## config.mk

```make
export PLATFORM = sky130hd
export DESIGN_NAME = nios2_div_cell
export DESIGN_NICKNAME = d
export VERILOG_FILES = /design/src/rtl/nios2_div_pkg.sv /design/src/rtl/nios2_div_step.sv /design/src/rtl/nios2_div_cell.sv
export SDC_FILE = /design/constraint.sdc
export NUM_CORES = 1
export LEC_CHECK = 0
export BUFFER_PORTS_ARGS = -buffer_cell sky130_fd_sc_hd__buf_2
export CAP_MARGIN = 10
export CORE_ASPECT_RATIO = 0.75
export CORE_UTILIZATION = 30
export DETAILED_ROUTE_END_ITERATION = 6
export PLACE_DENSITY = 0.53
export SLEW_MARGIN = 20
export SYNTH_ARGS = -nofsm -noshare
export SYNTH_HDL_FRONTEND = slang
export SYNTH_SLANG_ARGS = --single-unit
```

## constraint.sdc

```tcl
create_clock -name clk -period 4.1 [get_ports clk]
set_input_delay 0 -clock clk [delete_from_list [all_inputs] [get_ports clk]]
set_output_delay 0 -clock clk [all_outputs]
set_load 0.05 [all_outputs]
```

## src/rtl/nios2_div_pkg.sv

```systemverilog
// Shared definitions for the Nios II iterative divide cell: widths, FSM state
// encodings and the divide-by-zero quotient value.
package nios2_div_pkg;

    localparam int DIV_W     = 32;
    localparam int DIV_CNT_W = $clog2(DIV_W) + 1;

    typedef logic [2:0] div_state_t;

    localparam div_state_t ST_IDLE = 3'd0;
    localparam div_state_t ST_PREP = 3'd1;
    localparam div_state_t ST_CALC = 3'd2;
    localparam div_state_t ST_FIX  = 3'd3;
    localparam div_state_t ST_DONE = 3'd4;

    localparam logic [DIV_W-1:0] DIV0_QUOT = '1;

endpackage

```

## src/rtl/nios2_div_step.sv

```systemverilog
// One restoring-division iteration: shift {rem, quot} left, trial-subtract the
// divisor and keep the difference when it does not go negative.
module nios2_div_step
    import nios2_div_pkg::*;
#(
    parameter int DATA_W = DIV_W
) (
    input  logic [DATA_W-1:0] rem,
    input  logic [DATA_W-1:0] quot,
    input  logic [DATA_W-1:0] divisor,
    output logic [DATA_W-1:0] rem_next,
    output logic [DATA_W-1:0] quot_next
);

    logic [DATA_W:0] shifted;
    logic [DATA_W:0] diff;

    // rem < divisor on entry, so the shifted partial remainder fits in DATA_W+1 bits
    assign shifted = {rem, quot[DATA_W-1]};
    assign diff    = shifted - {1'b0, divisor};

    always_comb begin
        rem_next  = shifted[DATA_W-1:0];
        quot_next = {quot[DATA_W-2:0], 1'b0};
        if (!diff[DATA_W]) begin
            rem_next  = diff[DATA_W-1:0];
            quot_next = {quot[DATA_W-2:0], 1'b1};
        end
    end

endmodule

```

## src/rtl/nios2_div_cell.sv

```systemverilog
// Iterative signed/unsigned divider for the Nios II execute path with a
// start/busy/done handshake to the stall logic.
//
//   state | meaning
//   IDLE  | waiting for a start; done pulse (if any) is visible here
//   PREP  | take operand magnitudes, latch sign fix-ups and zero-divisor flag
//   CALC  | one restoring step per cycle, DATA_W cycles
//   FIX   | apply sign fix-up or divide-by-zero override
//   DONE  | publish results; done pulses on the following cycle
module nios2_div_cell
    import nios2_div_pkg::*;
#(
    parameter int DATA_W = DIV_W,
    parameter int CNT_W  = DIV_CNT_W
) (
    input  logic              clk,
    input  logic              reset,
    input  logic              E_div_start,
    input  logic              E_ctrl_div_signed,
    input  logic [DATA_W-1:0] E_src1,
    input  logic [DATA_W-1:0] E_src2,
    input  logic              M_en,
    input  logic              M_div_abort,
    output logic              M_div_busy,
    output logic              M_div_done,
    output logic [DATA_W-1:0] M_div_quot,
    output logic [DATA_W-1:0] M_div_rem,
    output logic              M_div_by_zero
);

    div_state_t        state_q;
    logic [CNT_W-1:0]  cnt_q;
    logic              signed_q;
    logic              q_neg_q;
    logic              r_neg_q;
    logic              dz_q;
    logic [DATA_W-1:0] src1_q;
    logic [DATA_W-1:0] src2_q;
    logic [DATA_W-1:0] div_q;
    logic [DATA_W-1:0] rem_q;
    logic [DATA_W-1:0] quot_q;
    logic [DATA_W-1:0] step_rem;
    logic [DATA_W-1:0] step_quot;
    logic              busy_q;
    logic              done_q;
    logic              dz_out_q;
    logic [DATA_W-1:0] quot_out_q;
    logic [DATA_W-1:0] rem_out_q;
    logic              src1_neg;
    logic              src2_neg;

    assign src1_neg = signed_q & src1_q[DATA_W-1];
    assign src2_neg = signed_q & src2_q[DATA_W-1];

    nios2_div_step #(
        .DATA_W (DATA_W)
    ) u_step (
        .rem       (rem_q),
        .quot      (quot_q),
        .divisor   (div_q),
        .rem_next  (step_rem),
        .quot_next (step_quot)
    );

    always_ff @(posedge clk) begin
        if (reset) begin
            state_q    <= ST_IDLE;
            cnt_q      <= '0;
            signed_q   <= 1'b0;
            q_neg_q    <= 1'b0;
            r_neg_q    <= 1'b0;
            dz_q       <= 1'b0;
            src1_q     <= '0;
            src2_q     <= '0;
            div_q      <= '0;
            rem_q      <= '0;
            quot_q     <= '0;
            busy_q     <= 1'b0;
            done_q     <= 1'b0;
            dz_out_q   <= 1'b0;
            quot_out_q <= '0;
            rem_out_q  <= '0;
        end else if (M_en) begin
            if (state_q != ST_IDLE && M_div_abort) begin
                state_q <= ST_IDLE;
                busy_q  <= 1'b0;
                done_q  <= 1'b0;
            end else begin
                case (state_q)
                    ST_IDLE: begin
                        done_q <= 1'b0;
                        // the done cycle sits in IDLE; a start seen there is dropped
                        if (E_div_start && !M_div_abort && !done_q) begin
                            src1_q   <= E_src1;
                            src2_q   <= E_src2;
                            signed_q <= E_ctrl_div_signed;
                            state_q  <= ST_PREP;
                        end
                    end
                    ST_PREP: begin
                        quot_q  <= src1_neg ? -src1_q : src1_q;
                        div_q   <= src2_neg ? -src2_q : src2_q;
                        rem_q   <= '0;
                        q_neg_q <= src1_neg ^ src2_neg;
                        r_neg_q <= src1_neg;
                        dz_q    <= (src2_q == '0);
                        cnt_q   <= CNT_W'(DATA_W - 1);
                        busy_q  <= 1'b1;
                        state_q <= ST_CALC;
                    end
                    ST_CALC: begin
                        rem_q  <= step_rem;
                        quot_q <= step_quot;
                        if (cnt_q == '0) begin
                            state_q <= ST_FIX;
                        end else begin
                            cnt_q <= cnt_q - 1'b1;
                        end
                    end
                    ST_FIX: begin
                        if (dz_q) begin
                            quot_q <= '1;
                            rem_q  <= src1_q;
                        end else begin
                            if (q_neg_q) quot_q <= -quot_q;
                            if (r_neg_q) rem_q  <= -rem_q;
                        end
                        state_q <= ST_DONE;
                    end
                    ST_DONE: begin
                        quot_out_q <= quot_q;
                        rem_out_q  <= rem_q;
                        dz_out_q   <= dz_q;
                        done_q     <= 1'b1;
                        busy_q     <= 1'b0;
                        state_q    <= ST_IDLE;
                    end
                    default: begin
                        state_q <= ST_IDLE;
                        busy_q  <= 1'b0;
                        done_q  <= 1'b0;
                    end
                endcase
            end
        end
    end

    assign M_div_busy    = busy_q;
    assign M_div_done    = done_q;
    assign M_div_quot    = quot_out_q;
    assign M_div_rem     = rem_out_q;
    assign M_div_by_zero = dz_out_q;

endmodule

```

* Word-level counts from Yosys, hierarchy flattened
Cells that the tools add are included.
** Storage, ports and cells
- Logic and storage cells :: 79
- Output and inout port bits :: 67
- Input bits :: 70
- Bits in registers :: 240
** Operators by class
- Add/sub/neg operators :: 6
- Equal/unequal tests :: 11
- Mux-type cells :: 20
- Bitwise logic cells :: 4
- Reduce and logical (&&, ||, !) cells :: 22
** Operators by type and width (number)
- $mux W32 :: 7
- $pmux W32 S3 :: 2
- $neg A32 Y32 :: 4
- $sub A33 B32 Y33 :: 1
- $logic_not A32 Y1 :: 1
- $reduce_and A4 Y1 :: 4
- $ne A3 B3 Y1 const B :: 4
- $pmux W3 S4 :: 1
- $pmux W6 S2 :: 1
- $mux W3 :: 3
- $reduce_and A3 Y1 :: 3
- $eq A3 B2 Y1 const B :: 2
- $logic_not A6 Y1 :: 1
- $mux W6 :: 1
- $reduce_bool A3 Y1 :: 2
- $reduce_or A3 Y1 :: 2
- $sub A6 B1 Y6 const B :: 1
- $ne A2 B1 Y1 const B :: 2
- $pmux W1 S2 :: 2
- $reduce_and A2 Y1 :: 2
- $eq A3 B1 Y1 const B :: 1
- $eq A3 B3 Y1 const B :: 1
- $logic_and A1 B1 Y1 :: 3
- $logic_not A3 Y1 :: 1
- other kinds (7) :: 11

* Logic depth before layout (Yosys ltp)
Gate-level depths: netlist of run 1.
- Depth after elaboration :: 6
- Mapped depth :: 14
- Gate-level depth less buffers :: 12

* By module
A second synthesis of run 1 with hierarchy kept.
** Second synthesis, totals
- Cell total of the unflattened synthesis :: 1955
- Area total of the unflattened synthesis :: 14759.2 um2
** By module, submodules not included
- nios2_div_cell :: area an instance 12209.2 um2, cells an instance 1615, sequential area each 4804.6 um2, times used 1
- nios2_div_step :: area an instance 2549.9 um2, cells an instance 340, sequential area each 0.0 um2, times used 1

* Worst setup path before layout of run 1
OpenSTA, ideal clock, no wires.
- Path kind :: register -> register
- Start :: register quot_q[31]
- End :: register rem_q[10]
- Cell stages (with the launch flop) :: 14
- Path slack :: 0.914 ns
- Path buffers :: 1
- Data arrival time :: 3.054 ns
- Required time :: 3.968 ns
- Setup time :: 0.132 ns
- Period minus slack after synthesis :: 3.186 ns
- Cells stage by stage :: dfxtp_1 -> inv_1 -> ha_1 -> fa_1 -> nor2b_1 -> o31a_1 -> o41ai_1 -> a21o_1 -> o41ai_4 -> xor2_4 -> buf_6 -> mux2_2 -> a21oi_1 -> nor3_1
** On the way
- Word-level cells in the longest chain between the ends :: 3
** Ends and longest elaborated chain
- start: declaration :: line nios2_div_cell.sv:41 : logic [DATA_W-1:0] quot_q;
- start signal: assignment :: line nios2_div_cell.sv:101 : quot_q <= src1_neg ? -src1_q : src1_q;
- start signal: assignment :: line nios2_div_cell.sv:113 : quot_q <= step_quot;
- start signal: assignment :: line nios2_div_cell.sv:125 : if (q_neg_q) quot_q <= -quot_q;
- $sub A33 B32 Y33 :: line nios2_div_step.sv:20 : assign diff = shifted - {1'b0, divisor};
- $mux W32 :: line nios2_div_step.sv:25 : if (!diff[DATA_W]) begin
- $pmux W32 S3 :: line nios2_div_cell.sv:89 : case (state_q)
- end signal: assignment :: line nios2_div_cell.sv:112 : rem_q <= step_rem;
- end signal: assignment :: line nios2_div_cell.sv:123 : rem_q <= src1_q;
- end signal: assignment :: line nios2_div_cell.sv:126 : if (r_neg_q) rem_q <= -rem_q;
- end: declaration :: line nios2_div_cell.sv:40 : logic [DATA_W-1:0] rem_q;
No other way between the ends.
A chain may end at the register's enable or synchronous reset.

* Worst setup path in the final report of run 1
- Start :: register rem_q[12]
- End :: register rem_q[15]
** On the way
- Word-level cells in the longest chain between the ends :: 4
- Elaborated cells between the ends (all ways) :: 6
- Those cells by class :: add/sub (2); mux (4)
** Ends and longest elaborated chain
- $neg A32 Y32 :: line nios2_div_cell.sv:126
- $mux W32 :: line nios2_div_cell.sv:126
- $mux W32 :: line nios2_div_cell.sv:121 : if (dz_q) begin
- $pmux W32 S3 * :: line nios2_div_cell.sv:89
Mark *: on every way between the ends. The rest lies on a longest branch, timed or not. The select of a mux whose other input is x is not followed.

==> impl_metrics.json, run 1 <==
{
  "synth_edf_count": 0,
  "power_leakage_nw": 6.67,
  "clk_pin_slew_ns": 0.06,
  "synth-simple-area-share_pct": 22.4,
  "grt_pass1_wl_um": 78200,
  "track_usage_pct": 20.4,
  "sw_frac_of_total_pct": 30.7,
  "syn_avg_cell_area_um2": 7.36,
  "postLayoutCoreUtil_pct": 37.4,
  "stdcell_count": 2733,
  "vias": 14400,
  "die_y_um": 191,
  "end_kind": "flop",
  "synth_area_leaders": "dfxtp_1 (34%), nand2_1 (9.6%), a21oi_1 (8.6%)",
  "antenna_found_initial": 0,
  "multi_input_area_um2": 8660,
  "synth_top_family_by_area": "compound AO/OA/AOI/OAI gates",
  "relSlewSlack_pct": 30.9,
  "root_buffer": "clkbuf_16",
  "pin_count": 137,
  "drtIter0Drc": 1175,
  "die_w_um": 254,
  "synth_area_um2": 14300,
  "numCtsBuffers": 28,
  "worstPathRequired_ns": 4.57,
  "final_antenna_net_count": 0,
  "coreArea_um2": 46500,
  "std_cell_rows": 68,
  "synth-compound-area-share_pct": 24.7,
  "fin_ws_ns": 0.389,
  "finalSetupViolations": 0,
  "drc": 0,
  "synth_adder_area_share_pct": 3.48,
  "yosys_warnings": 0,
  "p_int_mw": 4.69,
  "grt_pass1_vias": 13500,
  "numPortBuffers": 136,
  "gp_congestion": 0.886,
  "min_path_type": "in -> reg",
  "seqPwrFrac_pct": 36.2,
  "drive_above_1_share_pct": 12.3,
  "ys_types": 71,
  "viasPerCell": 5.25,
  "clk_path_buf_depth": 3,
  "fin_nets": 2191,
  "n_antenna_cell": 0,
  "dp.cells": 2592,
  "rsz0062_at_grt": "false",
  "hold_ws_ns": 0.213,
  "finalHoldViolCount": 0,
  "synthMuxAreaShare_pct": 1.76,
  "cts.sink_count": 240,
  "grt_remaining_overflow": 0,
  "syn_inst": 1937,
  "ys_async_sr_fraction_pct": 0,
  "ys_seq_area_share_pct": 33.7,
  "tightest_slew_ns": 1.02,
  "critical_path.max_stage_delay_ns": 0.78,
  "synth_xor_area_share_pct": 8.31,
  "ctsHtreeMaxLevel": 1,
  "cts_tree": "done",
  "slowest_stage": "xnor2_1",
  "cp.arrival_ns": 4.18,
  "ir_drop_uv": 303,
  "ys_seq_elements": 240,
  "powerDensity_nw_per_um2": 390,
  "fill_cells": 5034,
  "crit_type": "reg -> reg",
  "seq_area_um2": 4810,
  "drv_slew": 0,
  "crit_path_max_fanout": 11,
  "avgRoutedWirePerCell_um": 18.2,
  "drv_cap": 0,
  "power.switching_mw": 2.08,
  "finalCritPeriodShare_pct": 90.5,
  "dieArea_um2": 48400,
  "crit_path_cell_trace": "ha_1 -> a21oi_1 -> o21bai_1 -> a2111oi_0 -> a21o_1 -> o41ai_4 -> xnor2_1 -> a32oi_1 -> a311oi_1",
  "placed_area_um2": 15500,
  "clock.fmax_mhz": 269,
  "synthFlopType": "dfxtp_1",
  "grt_max_degree": 86,
  "yosysTopAreaCell": "dfxtp_1",
  "cts-resized-gates": 0,
  "drt_pass1_iterations": 5,
  "run_status": "finished, final reports clean",
  "hpwlAfterDp_um": 35300,
  "syn2layout_area_growth_pct": 21.9,
  "initial_utilization_pct": 30.7,
  "fin_worst_skew_ns": 0.0127,
  "yosys.area.top_type_share_pct": 33.7,
  "combPwrFrac_pct": 23.6,
  "final_area_um2": 17400,
  "startpoint_type": "flop",
  "clock_latency_ns": 0.57,
  "min_period_ns": 3.71,
  "drt-total-wl_um": 49700,
  "power_mw": 6.77,
  "post-place-ws_ns": 0.484,
  "synth_fp_nets": 2046,
  "fin_tns_setup_ns": 0,
  "clkPwrFrac_pct": 40.2
}
[kinds of logic after synthesis]
| logic type | after synthesis |
|---|---|
| buf+inv | 206 |
| flops | 240 |
| compound gates | 567 |
| simple gates | 729 |
| fa+ha+maj | 39 |
| xor+xnor | 133 |
| mux | 23 |
[area by class of cell]
cell class | count | share of cell area, %
multi-input cells | 1491 | 49.8
clock inverters | 15 | 1.08
inverters | 53 | 1.15
well taps | 630 | 4.54
repair buffers | 268 | 11.1
clock buffers | 36 | 4.62
flip-flops and latches | 240 | 27.7
[timing repair]
action / in CTS / in global routing
hold endpoints to repair: 110 / 0
hold buffers: 90 / 0
buffers inserted: 0 / 0
[path summary, 6_finish.rpt]
kind                 startpoint             to  slack, ns  depth (start not counted)
setup reg to reg      rem_q[12]      rem_q[15]       0.39                          9
hold / removal      E_div_start     src2_q[23]       0.21                          5
setup / recovery      rem_q[12]      rem_q[15]       0.39                          9
hold reg to reg   M_div_quot[8]  M_div_quot[8]       0.45                          2
[cells in the final DEF (no fill, tap or decap), types with 14 or more instances in the layout]
cell / count
a211oi_1: 48
a21o_1: 15
a21oi_1: 246
a31oi_1: 24
buf_2: 135
buf_4: 40
clkbuf_16: 29
dfxtp_1: 239
dlygate4sd3_1: 90
ha_1: 38
inv_1: 52
mux2_2: 16
nand2_1: 366
nand3_1: 23
nor2_1: 156
nor3_1: 67
nor4_1: 24
o211ai_1: 16
o21a_1: 14
o21ai_0: 77
o22ai_1: 15
o31ai_1: 20
or3_1: 24
xnor2_1: 81
xor2_1: 51
[cells in the mapped netlist, types with 14 or more instances]
library cell / instances
nor3_1: 67
a21o_1: 15
o22ai_1: 15
nand2_1: 366
xnor2_1: 81
a211oi_1: 48
inv_1: 52
dfxtp_1: 240
a21oi_1: 246
nand3_1: 24
o21ai_0: 77
clkbuf_1: 132
or3_1: 24
o211ai_1: 16
a31oi_1: 24
nor4_1: 24
mux2_2: 16
o31ai_1: 20
o21a_1: 14
nor2_1: 156
xor2_1: 51
ha_1: 38
[critical path: cells and delay by family (launching register included)]
| kind | cells | cell delay, ns |
|---|---|---|
| compound gates | 7 | 1.96 |
| xor+xnor | 1 | 0.78 |
| flops | 1 | 0.50 |
| fa+ha+maj | 1 | 0.36 |
[sequential cells by signal, indices dropped and copies added (netlist names), 3 cells and up]
register	count
src1_q	32
M_div_rem	32
quot_q	32
state_q	3
cnt_q	6
src2_q	32
M_div_quot	32
rem_q	32
div_q	32
[routing by layer]
layer / wire (µm) / track usage (%) / vias to the layer above
met5: 0 / 0 / -
met1: 25500 / 30.9 / 6758
met3: 3250 / 3.41 / 50
met2: 20200 / 30.1 / 435
li1: - / - / 7113
met4: 727 / 3.41 / 0
[power by group through the flow]
stage | combinational (mW) | sequential (mW) | clock, mW
final | 1.60 | 2.45 | 2.72
after global routing | 1.76 | 2.46 | 2.89
after CTS | 1.58 | 2.45 | 2.79
after detailed placement | 1.51 | 2.50 | 0
after global placement | 1.50 | 2.50 | 0
after floorplan | 1.16 | 2.47 | 0
No activity file was read; power rests on OpenSTA's default activity.
==> run 2: changes to the inputs <==
--- a/config.mk
+++ b/config.mk
@@ -8,6 +8,7 @@
 export BUFFER_PORTS_ARGS = -buffer_cell sky130_fd_sc_hd__buf_2
 export CAP_MARGIN = 10
 export CORE_ASPECT_RATIO = 0.75
+export CORE_MARGIN = 2
 export CORE_UTILIZATION = 30
 export DETAILED_ROUTE_END_ITERATION = 6
 export PLACE_DENSITY = 0.53
==> impl_metrics.json, run 2 (synthesis gave the netlist of run 1 again) <==
{
  "avgRoutedWirePerCell_um": 18.0,
  "stdcell_count": 2727,
  "pin_count": 137,
  "run_status": "finished, final reports clean",
  "fin_nets": 2175,
  "mostFrequentLayoutCells": "nand2_1 (366), a21oi_1 (246), dfxtp_1 (239), nor2_1 (156), buf_2 (135)",
  "hold_start": "reset",
  "cts.sink_count": 240,
  "timing.rr.start": "quot_q[31]",
  "min_period_ns": 3.80,
  "viasPerCell": 5.24,
  "root_buffer": "clkbuf_16",
  "vias": 14300,
  "tightest_slew_ns": 0.996,
  "numPortBuffers": 136,
  "drv_slew": 0,
  "drc": 0,
  "hold_ws_ns": 0.0161,
  "clk_path_buf_depth": 3,
  "cp.arrival_ns": 4.20,
  "track_usage_pct": 19.7,
  "coreArea_um2": 47100,
  "final_antenna_net_count": 0,
  "clock.fmax_mhz": 264,
  "finalCritPeriodShare_pct": 92.6,
  "relSlewSlack_pct": 33.6,
  "hold_end": "quot_q[21]",
  "fill_cells": 5053,
  "dp.cells": 2607,
  "grt_remaining_overflow": 0,
  "finalSetupViolations": 0,
  "worstPathRequired_ns": 4.50,
  "grt_max_degree": 120,
  "hold_depth": 2,
  "initial_utilization_pct": 30.2,
  "startpoint_type": "flop",
  "die_y_um": 193,
  "r2r_cells": 13,
  "antenna_found_initial": 1,
  "drt_pass1_iterations": 5,
  "fin_tns_setup_ns": 0,
  "fin_worst_skew_ns": 0.00894,
  "r2r_slack_ns": 0.30,
  "end_kind": "flop",
  "drive_above_1_share_pct": 12.7,
  "rsz0062_at_grt": "false",
  "n_antenna_cell": 0,
  "rr_endpoint": "rem_q[7]",
  "syn2layout_area_growth_pct": 21.1,
  "crit_path_max_fanout": 12,
  "drtIter0Drc": 1267,
  "dieArea_um2": 49300,
  "clk_pin_slew_ns": 0.06,
  "final_common_cell": "nand2_1",
  "drv_cap": 0,
  "grt_pass1_vias": 13300,
  "std_cell_rows": 69,
  "ir_drop_uv": 286,
  "drt-total-wl_um": 49200,
  "clock_latency_ns": 0.56,
  "power_leakage_nw": 6.58,
  "crit_type": "reg -> reg",
  "hpwlAfterDp_um": 35500,
  "min_path_type": "in -> reg",
  "grt_pass1_wl_um": 77800,
  "ctsHtreeMaxLevel": 1,
  "numCtsBuffers": 28,
  "powerDensity_nw_per_um2": 398,
  "gp_congestion": 0.865,
  "cts_tree": "done",
  "finalHoldViolCount": 0,
  "die_w_um": 256
}
==> run 2: where the power goes <==
part	switching (mW)	internal, mW	total [mW]	leakage [nW]
Clock	1.07	1.73	2.80	0.509
Sequential	0.0689	2.38	2.45	1.94
Combinational	0.916	0.703	1.62	4.13
Total	2.06	4.81	6.87	6.58
==> run 2: worst max path at each step <==
stage	from	to	slack, ns	depth (start not counted)
floorplan	quot_q[31]	rem_q[10]	0.91	13
global placement	quot_q[31]	rem_q[4]	0.45	13
detailed placement	rem_q[12]	quot_q[0]	0.30	10
CTS	rem_q[12]	rem_q[29]	0.29	10
global route	rem_q[12]	rem_q[7]	0.08	11
finish	quot_q[31]	rem_q[7]	0.30	13
==> run 2: layout make-up <==
cell class / count / area (µm²) / share of cell area, %
Clock buffer: 38 / 830 / 4.81
Clock inverter: 14 / 208 / 1.20
Inverter: 53 / 199 / 1.15
Multi-Input combinational cell: 1491 / 8660 / 50.2
Sequential cell: 240 / 4810 / 27.8
Tap cell: 639 / 800 / 4.63
Timing Repair Buffer: 252 / 1750 / 10.2
==> run 2: timing repair <==
| item | 4_1_cts | 5_1_grt |
|---|---|---|
| gates resized for setup | 0 | 1 |
| buffers inserted | 0 | 0 |
| hold endpoints to repair | 70 | 0 |
| endpoints found under the setup margin | 0 | 4 |
| hold buffers | 68 | 0 |
==> run 2: critical path: stages, from the launching register on <==
cell and delay [ns]:
dfxtp_1 0.42, inv_1 0.09, ha_1 0.22, fa_1 0.42, nor2b_1 0.16, o31a_1 0.21, o41ai_1 0.11, a21o_1 0.27
o41ai_4 0.55, xor2_4 0.38, buf_12 0.19, mux2_2 0.33, a22oi_1 0.18, a211oi_1 0.09
==> run 2: per-layer routing <==
metal | vias up | track usage, % | share of wire, %
li1 | 7095 | - | -
met1 | 6739 | 29.9 | 51
met2 | 399 | 28.6 | 40
met3 | 46 | 3.85 | 6.8
met4 | 2 | 3.58 | 1.5
met5 | - | 0 | 0.026
==> run 2: per-stage QoR <==
step | worst slack (ns) | utilization (%) | instance area [µm²] | total power, mW
after floorplan | 0.914 | - | 14300 | 3.64
after global placement | 0.450 | 33.0 | 15500 | 4.04
after detailed placement | 0.304 | 33.0 | 15500 | 4.04
after CTS | 0.287 | 36.6 | 17300 | 6.91
after global routing | 0.0792 | 36.6 | 17300 | 7.20
final | 0.305 | 36.6 | 17300 | 6.87
